File: src/rtl/divisor_pkg.sv
// Shared definitions for the sequential restoring divider.
package divisor_pkg;

  // Default operand width of the divider.
  localparam int N_BITS_DEF = 8;

  // Divider control states.
  typedef enum logic [1:0] {
    IDLE = 2'd0,
    CALC = 2'd1,
    FIN  = 2'd2
  } estado_t;

endpackage

File: src/rtl/divisor_secuencial_if.sv
// Handshake and data bundle between a requester and the divider.
interface divisor_secuencial_if #(parameter int N = 8);

  logic         inicio;
  logic [N-1:0] dividendo;
  logic [N-1:0] divisor;
  logic [N-1:0] cociente;
  logic [N-1:0] resto;
  logic         listo;
  logic         ocupado;
  logic         div_cero;

  // Requester side: issues operands, observes results.
  modport master (
    output inicio, dividendo, divisor,
    input  cociente, resto, listo, ocupado, div_cero
  );

  // Divider side.
  modport slave (
    input  inicio, dividendo, divisor,
    output cociente, resto, listo, ocupado, div_cero
  );

endinterface

File: src/rtl/restador_ext.sv
// Two's-complement subtractor: dif = a + ~b + 1.
module restador_ext #(
  parameter int W = 9
) (
  input  logic [W-1:0] a_i,
  input  logic [W-1:0] b_i,
  output logic [W-1:0] dif_o
);

  localparam logic [W-1:0] UNO = {{(W-1){1'b0}}, 1'b1};

  assign dif_o = a_i + ~b_i + UNO;

endmodule

File: src/rtl/divisor_secuencial.sv
// Sequential restoring divider, one quotient bit per clock.
//
//   state | meaning
//   IDLE  | waiting for inicio; operands captured on acceptance
//   CALC  | one restoring step per cycle, n_bits cycles
//   FIN   | publish result; listo rises on the edge leaving FIN
module divisor_secuencial
  import divisor_pkg::*;
#(
  parameter int n_bits = N_BITS_DEF
) (
  input  logic               clk,
  input  logic               reset,
  divisor_secuencial_if.slave bus
);

  localparam int              CW      = $clog2(n_bits + 1);
  localparam logic [CW-1:0]   CNT_INI = CW'(n_bits);
  localparam logic [CW-1:0]   CNT_UNO = CW'(1);

  estado_t           estado_q;
  logic [CW-1:0]     cnt_q;
  logic [n_bits-1:0] r_q;
  logic [n_bits-1:0] q_q;
  logic [n_bits-1:0] dsor_q;
  logic              dz_q;
  logic [n_bits-1:0] cociente_q;
  logic [n_bits-1:0] resto_q;
  logic              listo_q;
  logic              div_cero_q;

  logic [n_bits:0]   r_desp;
  logic [n_bits:0]   prueba;
  logic [n_bits-1:0] r_d;
  logic [n_bits-1:0] q_d;

  // The partial remainder always stays below the divisor, so its top bit
  // only exists in the shifted/trial values, not in the stored register.
  assign r_desp = {r_q, q_q[n_bits-1]};

  restador_ext #(.W(n_bits + 1)) u_restador (
    .a_i   (r_desp),
    .b_i   ({1'b0, dsor_q}),
    .dif_o (prueba)
  );

  // Restoring decision: a negative trial keeps the shifted remainder.
  always_comb begin
    r_d = r_desp[n_bits-1:0];
    q_d = {q_q[n_bits-2:0], 1'b0};
    if (!prueba[n_bits]) begin
      r_d = prueba[n_bits-1:0];
      q_d = {q_q[n_bits-2:0], 1'b1};
    end
  end

  // Control FSM with datapath registers and registered result outputs.
  always_ff @(posedge clk or posedge reset) begin
    if (reset) begin
      estado_q   <= IDLE;
      cnt_q      <= '0;
      r_q        <= '0;
      q_q        <= '0;
      dsor_q     <= '0;
      dz_q       <= 1'b0;
      cociente_q <= '0;
      resto_q    <= '0;
      listo_q    <= 1'b0;
      div_cero_q <= 1'b0;
    end else begin
      listo_q <= 1'b0;
      case (estado_q)
        IDLE: begin
          if (bus.inicio) begin
            if (bus.divisor == '0) begin
              // Result is fixed immediately; skip the iterations.
              q_q      <= '1;
              r_q      <= bus.dividendo;
              dz_q     <= 1'b1;
              estado_q <= FIN;
            end else begin
              q_q      <= bus.dividendo;
              r_q      <= '0;
              dsor_q   <= bus.divisor;
              cnt_q    <= CNT_INI;
              dz_q     <= 1'b0;
              estado_q <= CALC;
            end
          end
        end
        CALC: begin
          r_q   <= r_d;
          q_q   <= q_d;
          cnt_q <= cnt_q - CNT_UNO;
          if (cnt_q == CNT_UNO) begin
            estado_q <= FIN;
          end
        end
        FIN: begin
          listo_q    <= 1'b1;
          cociente_q <= q_q;
          resto_q    <= r_q;
          div_cero_q <= dz_q;
          estado_q   <= IDLE;
        end
        default: estado_q <= IDLE;
      endcase
    end
  end

  assign bus.cociente = cociente_q;
  assign bus.resto    = resto_q;
  assign bus.listo    = listo_q;
  assign bus.div_cero = div_cero_q;
  assign bus.ocupado  = (estado_q != IDLE);

endmodule

File: src/flat_wrapper.sv
// flat-port wrapper written by rule: the top's interface ports become plain ports
module divisor_secuencial_flat import divisor_pkg::*;
#(
  parameter int n_bits = N_BITS_DEF
)
  (clk, reset, bus_inicio, bus_dividendo, bus_divisor, bus_cociente, bus_resto, bus_listo, bus_ocupado, bus_div_cero);
  divisor_secuencial_if #(.N(8)) bus_i ();
  input  logic clk;
  input  logic reset;
  input wire logic [$bits(bus_i.inicio)-1:0] bus_inicio;
  input wire logic [$bits(bus_i.dividendo)-1:0] bus_dividendo;
  input wire logic [$bits(bus_i.divisor)-1:0] bus_divisor;
  output wire logic [$bits(bus_i.cociente)-1:0] bus_cociente;
  output wire logic [$bits(bus_i.resto)-1:0] bus_resto;
  output wire logic [$bits(bus_i.listo)-1:0] bus_listo;
  output wire logic [$bits(bus_i.ocupado)-1:0] bus_ocupado;
  output wire logic [$bits(bus_i.div_cero)-1:0] bus_div_cero;
  assign bus_i.inicio = bus_inicio;
  assign bus_i.dividendo = bus_dividendo;
  assign bus_i.divisor = bus_divisor;
  assign bus_cociente = bus_i.cociente;
  assign bus_resto = bus_i.resto;
  assign bus_listo = bus_i.listo;
  assign bus_ocupado = bus_i.ocupado;
  assign bus_div_cero = bus_i.div_cero;
  divisor_secuencial #(.n_bits(n_bits)) u_core (.clk(clk), .reset(reset), .bus(bus_i));
endmodule
File: config.mk
export PLATFORM = sky130hd
export DESIGN_NAME = divisor_secuencial_flat
export DESIGN_NICKNAME = d
export VERILOG_FILES = /design/src/rtl/divisor_pkg.sv /design/src/rtl/divisor_secuencial_if.sv /design/src/rtl/restador_ext.sv /design/src/rtl/divisor_secuencial.sv /design/src/flat_wrapper.sv
export SDC_FILE = /design/constraint.sdc
export NUM_CORES = 1
export LEC_CHECK = 0
export ABC_AREA = 0
export CORE_MARGIN = 1.5
export CORE_UTILIZATION = 30
export DETAILED_ROUTE_END_ITERATION = 6
export PLACE_DENSITY = 0.59
export SLEW_MARGIN = 5
export SYNTH_ARGS = -nofsm -noshare
export SYNTH_HDL_FRONTEND = slang
export SYNTH_SLANG_ARGS = --single-unit
File: constraint.sdc
create_clock -name clk -period 4.8 [get_ports clk]
set_input_delay 0.96 -clock clk [delete_from_list [all_inputs] [get_ports clk]]
set_output_delay 0.96 -clock clk [all_outputs]
set_load 0.01 [all_outputs]
---- Word level (Yosys, flattened, before mapping) ----
Index checks and enable logic that the tools add are counted.
Widths: inputs -> output; s select.
operators by class
  add/subtract/negate cells ............... 3
  equal/unequal tests ..................... 6
  mux-type cells .......................... 17
  bitwise operators ....................... 2
  reduce and logical (&&, ||, !) cells .... 9
operators with widths
  kind                 number
  $mux 8               5
  $pmux 8 s2           2
  $add 9x1->9 const B  1
  $add 9x9->9          1
  $not 8->9            1
  $logic_not 8->1      1
  $mux 4               2
  $pmux 4 s2           1
  $mux 2               3
  $reduce_and 2->1     3
  $reduce_and 3->1     2
  $eq 4x1->1 const B   1
  $ne 2x2->1 const B   2
  $pmux 2 s2           1
  $reduce_bool 2->1    2
  $sub 4x1->4 const B  1
  $mux 1               3
  $eq 2x1->1 const B   1
  $eq 2x2->1 const B   1
  $logic_not 2->1      1
  $ne 2x1->1 const B   1
  $not 1->1            1
storage, ports and cells
  register bits after elaboration ......... 49
  bits of input ports ..................... 19
  output and inout port bits .............. 19
  logic and storage cells ................. 47

---- Logic depth before layout (Yosys ltp) ----
Gate-level depths: netlist (run 1).
  word-level depth ........................ 5
  gate-level depth with buffers ........... 9
  gate-level depth less buffers ........... 9

---- Modules after synthesis ----
From an unflattened synthesis (run 1), not the netlist that was laid out.
second synthesis, totals
  cells, all modules ...................... 270
  area total of the unflattened synthesis .. 2746.4 um2
modules (own cells, without submodules)
  module              times used  cells each  area each (um2)  sequential area each (um2)
  divisor_secuencial  1           211         2348.5           1226.2
  restador_ext        1           59          397.9            0.0

---- Least setup slack after synthesis (run 1) ----
OpenSTA, ideal clock, no wires.
  path type ............................... reg-to-reg
  start point ............................. register u_core.dsor_q[0]
  end point ............................... register u_core.r_q[0]
  library setup time ...................... 0.126 ns
  data arrival time ....................... 2.164 ns
  required time ........................... 4.674 ns
  slack ................................... 2.510 ns
  cell stages (with the launch flop) ...... 9
  buffers on the path ..................... 0
  clock period less this slack ............ 2.290 ns
  path through ............................ dfrtp_1 > ha_1 > fa_1 > and2b_1 > o2111ai_4 > a31oi_4 > xor2_2 > nor3_1 > o32a_1
between the ends
  word-level cells in the longest chain between the ends .. 5
RTL lines
  what                    line                      source
  start, declared         divisor_secuencial.sv:25  logic [n_bits-1:0] dsor_q;
  start signal, assigned  divisor_secuencial.sv:84  dsor_q <= bus.divisor;
  $not 8->9               restador_ext.sv:12        assign dif_o = a_i + ~b_i + UNO;
  $add 9x9->9             restador_ext.sv:12
  $add 9x1->9             restador_ext.sv:12
  $mux 8                  divisor_secuencial.sv:51  if (!prueba[n_bits]) begin
  $pmux 8 s2              divisor_secuencial.sv:72  case (estado_q)
  end signal, assigned    divisor_secuencial.sv:78  r_q <= bus.dividendo;
  end signal, assigned    divisor_secuencial.sv:92  r_q <= r_d;
  end, declared           divisor_secuencial.sv:23  logic [n_bits-1:0] r_q;
Every way passes these cells.
A chain may end at the register's enable or synchronous reset.

---- Worst setup path in the final report (run 1) ----
  start point ............................. input port bus_divisor[6]
  end point ............................... register u_core.r_q[7]
between the ends
  word-level cells in the longest chain between the ends .. 4
RTL lines
  what             line                      source
  start, declared  flat_wrapper.sv:12        input wire logic [$bits(bus_i.divisor)-1:0] bus_divisor;
  $logic_not 8->1  divisor_secuencial.sv:75  if (bus.divisor == '0) begin
  $mux 8           divisor_secuencial.sv:75
  $mux 8           divisor_secuencial.sv:74  if (bus.inicio) begin
  $pmux 8 s2       divisor_secuencial.sv:72
Every way passes these cells. The select of a mux whose other input is x is not followed.

==> impl_metrics.tcl, run 1 <==
set metrics [dict create \
    maxSlewHeadroom_pct 31.7 \
    yosys.area.top_type "dfrtp_1" \
    clock_latency_ns 0.31 \
    wire_per_inst_um 15.0 \
    hp-class "reg2reg" \
    leakage_uw 0.00136 \
    cpLargestDelayFamily "simple AND/OR/NAND/NOR gates" \
    layout-drive-gt1-share_pct 12.8 \
    p_seq_share_pct 31.5 \
    grtUsageTotal_pct 14.1 \
    postCtsHoldBufs 0 \
    synth_ff_type "dfrtp_1" \
    yosys_warnings 0 \
    syn_inst 262 \
    netSwitchingFraction_pct 43.9 \
    cts_tree "yes" \
    grt_max_degree 50 \
    hold_viol 0 \
    synthToLayoutAreaGrowth_pct 20.6 \
    tns_ns 0 \
    ir_drop_uv 210 \
    route.detailed.drc 0 \
    fin_crit_sh_pct 55.3 \
    crit_path_start_kind "input pin" \
    synth.cell_area_um2 2650 \
    yosysMostFrequentCell "dfrtp_1" \
    yosysSeqAreaShare_pct 46.2 \
    clock_sinks 49 \
    grt_setup_unrepaired "false" \
    core_area_um2 8640 \
    die_w_um 97.0 \
    io_buffers 37 \
    p_comb_share_pct 58.4 \
    die_area_um2 9410 \
    root_buffer "clkbuf_8" \
    final_nets 326 \
    ys_ff_latch 49 \
    crit_fanout 12 \
    critPathKind "in2reg" \
    initial_core_util_pct 30.7 \
    synth_edf_count 0 \
    drv_cap 0 \
    crit_path_top_delay_cell "or4_4" \
    dp_hpwl_um 4440 \
    synthTopCellsByCount "49 x dfrtp_1, 32 x nand2_1, 24 x o21ai_0, 19 x nor2_1, 17 x mux2_2" \
    first_iter_violations 118 \
    postSynth.asyncResetShare_pct 100 \
    synthTopCellsByArea "dfrtp_1 46%, mux2_2 7.2%, ha_1 4.7%" \
    avgViaCountPerCell 5.05 \
    worst-path-buf-inv 1 \
    max_stage_delay_ns 0.60 \
    cts_max_level 2 \
    postCtsSetupRepairBufs 0 \
    cts.path.max_buffers 2 \
    ys_types 48 \
    num_rows 34 \
    worstPathRequired_ns 5.04 \
    grt_pass1_vias 2100 \
    period_needed_ns 2.65 \
    clockPowerShare_pct 10.1 \
    syn_nets 292 \
    synth.avg_cell_area_um2 10.1 \
    dp_cells 397 \
    diodes 0 \
    slew_viol_final 0 \
    cts.repair.resized 0 \
    place_ws_ns 1.83 \
    power.internal_uw 1340 \
    grt_antenna_before_repair 0 \
    layoutNonFillerInstCount 405 \
    vias 2045 \
    wl_um 6070 \
    p_switching_uw 1050 \
    powerDensity_nw_per_um2 745 \
    gp_congestion 0.828 \
    globalRouteOverflowTotal 0 \
    endpoint_kind "flop" \
    numCtsBuffers 5 \
    grt_pass1_wl_um 10600 \
    worstPathArrival_ns 2.90 \
    worst_pin_slew_ns 1.02 \
    ios 38 \
    finalWorstSetupSlack_ns 2.15 \
    synth_top_area_share_pct 46.2 \
    ant_nets 0 \
    path_clk_slew_ns 0.08 \
    finalSetupViolCount 0 \
    final_util_pct 37.0 \
    fmax_mhz 377 \
    first_pass_iters 5 \
    cp_cell_sequence "clkdlybuf4s50_1 > or4_4 > nor3_4 > and3_1 > a21oi_1 > o21ai_0 > a31o_1" \
    status "finished clean" \
    die-height_um 97.0 \
    fin_skew_ns 0.0101 \
]
==> cell type report <==
class / count / area [um^2]
inverter: 14 / 52.6
timing repair buffer: 37 / 370
multi-input combinational: 189 / 1330
fill: 896 / 5440
clock inverter: 2 / 15.0
sequential: 49 / 1230
clock buffer: 6 / 72.6
tap: 108 / 135
==> power by group through the flow <==
stage | registers [uW] | logic [uW] | clock network (uW)
6_report | 750 | 1390 | 242
5_1_grt | 779 | 1560 | 268
4_1_cts | 752 | 1390 | 254
3_5_place_dp | 762 | 1380 | 0
3_3_place_gp | 757 | 1360 | 0
2_1_floorplan | 730 | 1020 | 0
==> cells by family (layout without fill, tap and decap cells) <==
logic type	count (synthesis)	in the layout	synth area share, %
and+or+nand+nor	88	88	17.0
AOI/OAI and AO/OA	65	65	17.4
DFF	49	49	46.2
buffers and inverters	24	59	3.73
muxes	18	18	7.60
adders and majority gates	11	11	5.47
xor gates and xnor gates	7	7	2.60
==> tightest hold or removal path, cell delays in order (launching register included) <==
cell and delay (ns):
dfrtp_1 0.35, nand2_1 0.04, o21ai_0 0.06
==> stage by stage <==
step,total power (uW),cell area (um^2),hold WS (ns)
floorplan,1750,2650,0.452
global placement,2120,3110,0.467
detailed placement,2150,3110,0.474
CTS,2400,3200,0.493
global route,2610,3200,0.536
finish,2380,3200,0.481
==> worst paths after layout <==
| path | cells after the start | start | slack [ns] | endpoint |
|---|---|---|---|---|
| worst min register to register | 2 | u_core.bus.cociente[7] | 0.48 | u_core.bus.cociente[7] |
| min in group asynchronous | 2 | reset | 1.21 | u_core.bus.cociente[5] |
| max in group asynchronous | 2 | reset | 2.95 | u_core.dsor_q[6] |
| worst min-delay path | 2 | u_core.bus.cociente[7] | 0.48 | u_core.bus.cociente[7] |
| worst max-delay path | 7 | bus_divisor[6] | 2.15 | u_core.r_q[7] |
| worst max register to register | 9 | u_core.q_q[7] | 2.23 | u_core.r_q[0] |
==> cells in the final DEF (no fill, tap or decap), drive strengths merged, types with 6 or more instances in the layout <==
cell type	Yosys	final
dfrtp	49	49
ha	10	10
a21oi	6	6
nor3	14	14
mux2	17	17
o21ai	25	25
inv	14	14
clkbuf	7	6
nor2	22	22
nand2	32	32
o31ai	6	6
clkdlybuf4s50	0	37
==> flip-flops by register name (all words and copies together), names as in the netlist <==
signal,cells
u_core.cnt_q,4
u_core.estado_q,2
u_core.bus.resto,8
u_core.bus.listo,1
u_core.dsor_q,8
u_core.dz_q,1
u_core.r_q,8
u_core.bus.div_cero,1
u_core.q_q,8
u_core.bus.cociente,8
==> metal layers <==
layer,GRT usage (%),vias to the layer above,share of wire (%)
met5,0,-,0
met4,4.68,0,2.1
met3,2.67,9,3.6
met2,24.0,35,48
met1,18.1,998,46
li1,-,1003,-
Power figures use the tool's default switching activity.
==> inputs of run 2 (changes only) <==
Clock period 4.8 ns to 2.6 ns, I/O delays scaled along.
==> impl_metrics.tcl, run 2 (synthesis results as in run 1) <==
set metrics [dict create \
    ant_nets 0 \
    whs_ns 0.484 \
    worstPathRequired_ns 2.80 \
    clock_latency_ns 0.31 \
    crit_path_top_delay_cell "dfrtp_1" \
    worst-path-buf-inv 0 \
    finalSetupViolCount 0 \
    initial_core_util_pct 30.7 \
    path_clk_slew_ns 0.08 \
    grt_pass1_wl_um 10500 \
    diodes 0 \
    postPlaceCellArea_um2 3180 \
    place_ws_ns 0.0841 \
    layout_commonest_cell "dfrtp_1" \
    crit_path_start_kind "flop" \
    vias 2069 \
    tns_ns 0 \
    io_buffers 37 \
    first_iter_violations 96 \
    numCtsBuffers 5 \
    ir_drop_uv 395 \
    worst-path-stages 8 \
    maxSlewHeadroom_pct 40.4 \
    layout_common_cells "49 x dfrtp_1, 37 x clkdlybuf4s50_1, 31 x nand2_1" \
    dp_hpwl_um 4700 \
    wl_um 6190 \
    fin_crit_sh_pct 95.6 \
    final_nets 334 \
    wire_per_inst_um 15.0 \
    status "finished clean" \
    crit_fanout 6 \
    first_pass_iters 4 \
    layout-drive-gt1-share_pct 15.5 \
    root_buffer "clkbuf_8" \
    avgViaCountPerCell 5.02 \
    hp-class "reg2reg" \
    max_stage_delay_ns 0.40 \
    die_w_um 97.0 \
    num_rows 34 \
    worstPathArrival_ns 2.68 \
    p_total_uw 4570 \
    hold_viol 0 \
    critPathKind "reg2reg" \
    finalWorstSetupSlack_ns 0.116 \
    leakage_uw 0.00142 \
    cts_tree "yes" \
    ios 38 \
    grt_pass1_vias 2033 \
    finish.instance_area_um2 3290 \
    period_needed_ns 2.48 \
    cpLargestDelayFamily "compound AO/OA/AOI/OAI gates" \
    fmax_mhz 403 \
    die_area_um2 9410 \
    gp_congestion 0.842 \
    grt_setup_unrepaired "false" \
    slew_viol_final 0 \
    core_area_um2 8640 \
    globalRouteOverflowTotal 0 \
    drv_cap 0 \
    synthToLayoutAreaGrowth_pct 24.1 \
    grt_max_degree 27 \
    worst_pin_slew_ns 0.894 \
    grtUsageTotal_pct 13.9 \
    route.detailed.drc 0 \
    r2r_cells 8 \
    holdPathStages 2 \
    grt_antenna_before_repair 0 \
    postCtsSetupRepairBufs 0 \
    powerDensity_nw_per_um2 1390 \
    clock_sinks 49 \
    cts.path.max_buffers 2 \
    endpoint_kind "flop" \
    fin_skew_ns 0.0100 \
    die-height_um 97.0 \
    cts_max_level 2 \
    cp_cell_sequence "ha_1 > fa_1 > and2b_1 > o2111ai_4 > a31oi_4 > xor2_2 > nor3_1 > o32a_1" \
]
-- run 2: final timing paths --
| check | startpoint | endpoint | slack (ns) |
|---|---|---|---|
| min reg2reg | u_core.bus.resto[0] | u_core.bus.resto[0] | 0.48 |
| max in group asynchronous | reset | u_core.dsor_q[5] | 1.51 |
| max | u_core.dsor_q[0] | u_core.r_q[1] | 0.12 |
| min | u_core.bus.resto[0] | u_core.bus.resto[0] | 0.48 |
| min in group asynchronous | reset | u_core.r_q[4] | 0.56 |
| max reg2reg | u_core.dsor_q[0] | u_core.r_q[1] | 0.12 |
-- run 2: layout make-up --
cell class	instances	area, um^2
Clock buffer	5	68.8
Clock inverter	2	35.0
Sequential cell	49	1230
Inverter	14	52.6
Timing Repair Buffer	45	443
Tap cell	108	135
Fill cell	891	5350
Multi-Input combinational cell	189	1330
-- run 2: timing repair --
| item | CTS | global route |
|---|---|---|
| hold buffers | 0 | 0 |
| resized for setup | 0 | 1 |
| endpoints found under the setup margin | 0 | 2 |
-- run 2: report_power, final --
group / total [uW] / switching [uW] / internal (uW)
logic: 2670 / 1430 / 1240
registers: 1370 / 256 / 1110
clock network: 535 / 255 / 280
-- run 2: worst min-delay path: stages, from the launching register on --
cell	delay, ns
dfrtp_1	0.35
nand2_1	0.05
o21ai_0	0.06
-- run 2: per-stage QoR --
| stage | utilization [%] | cells |
|---|---|---|
| floorplan | - | 262 |
| detailed placement | 36.9 | 405 |
| global route | 38.1 | 412 |
| CTS | 38.1 | 412 |
| finish | 38.1 | 412 |
| global placement | 36.9 | 405 |
-- run 2: per-layer routing --
| layer | track usage (%) | wire length, um |
|---|---|---|
| met4 | 4.01 | 44 |
| met2 | 23.6 | 3080 |
| met1 | 17.5 | 2800 |
| met5 | 0 | 0 |
| met3 | 3.68 | 257 |
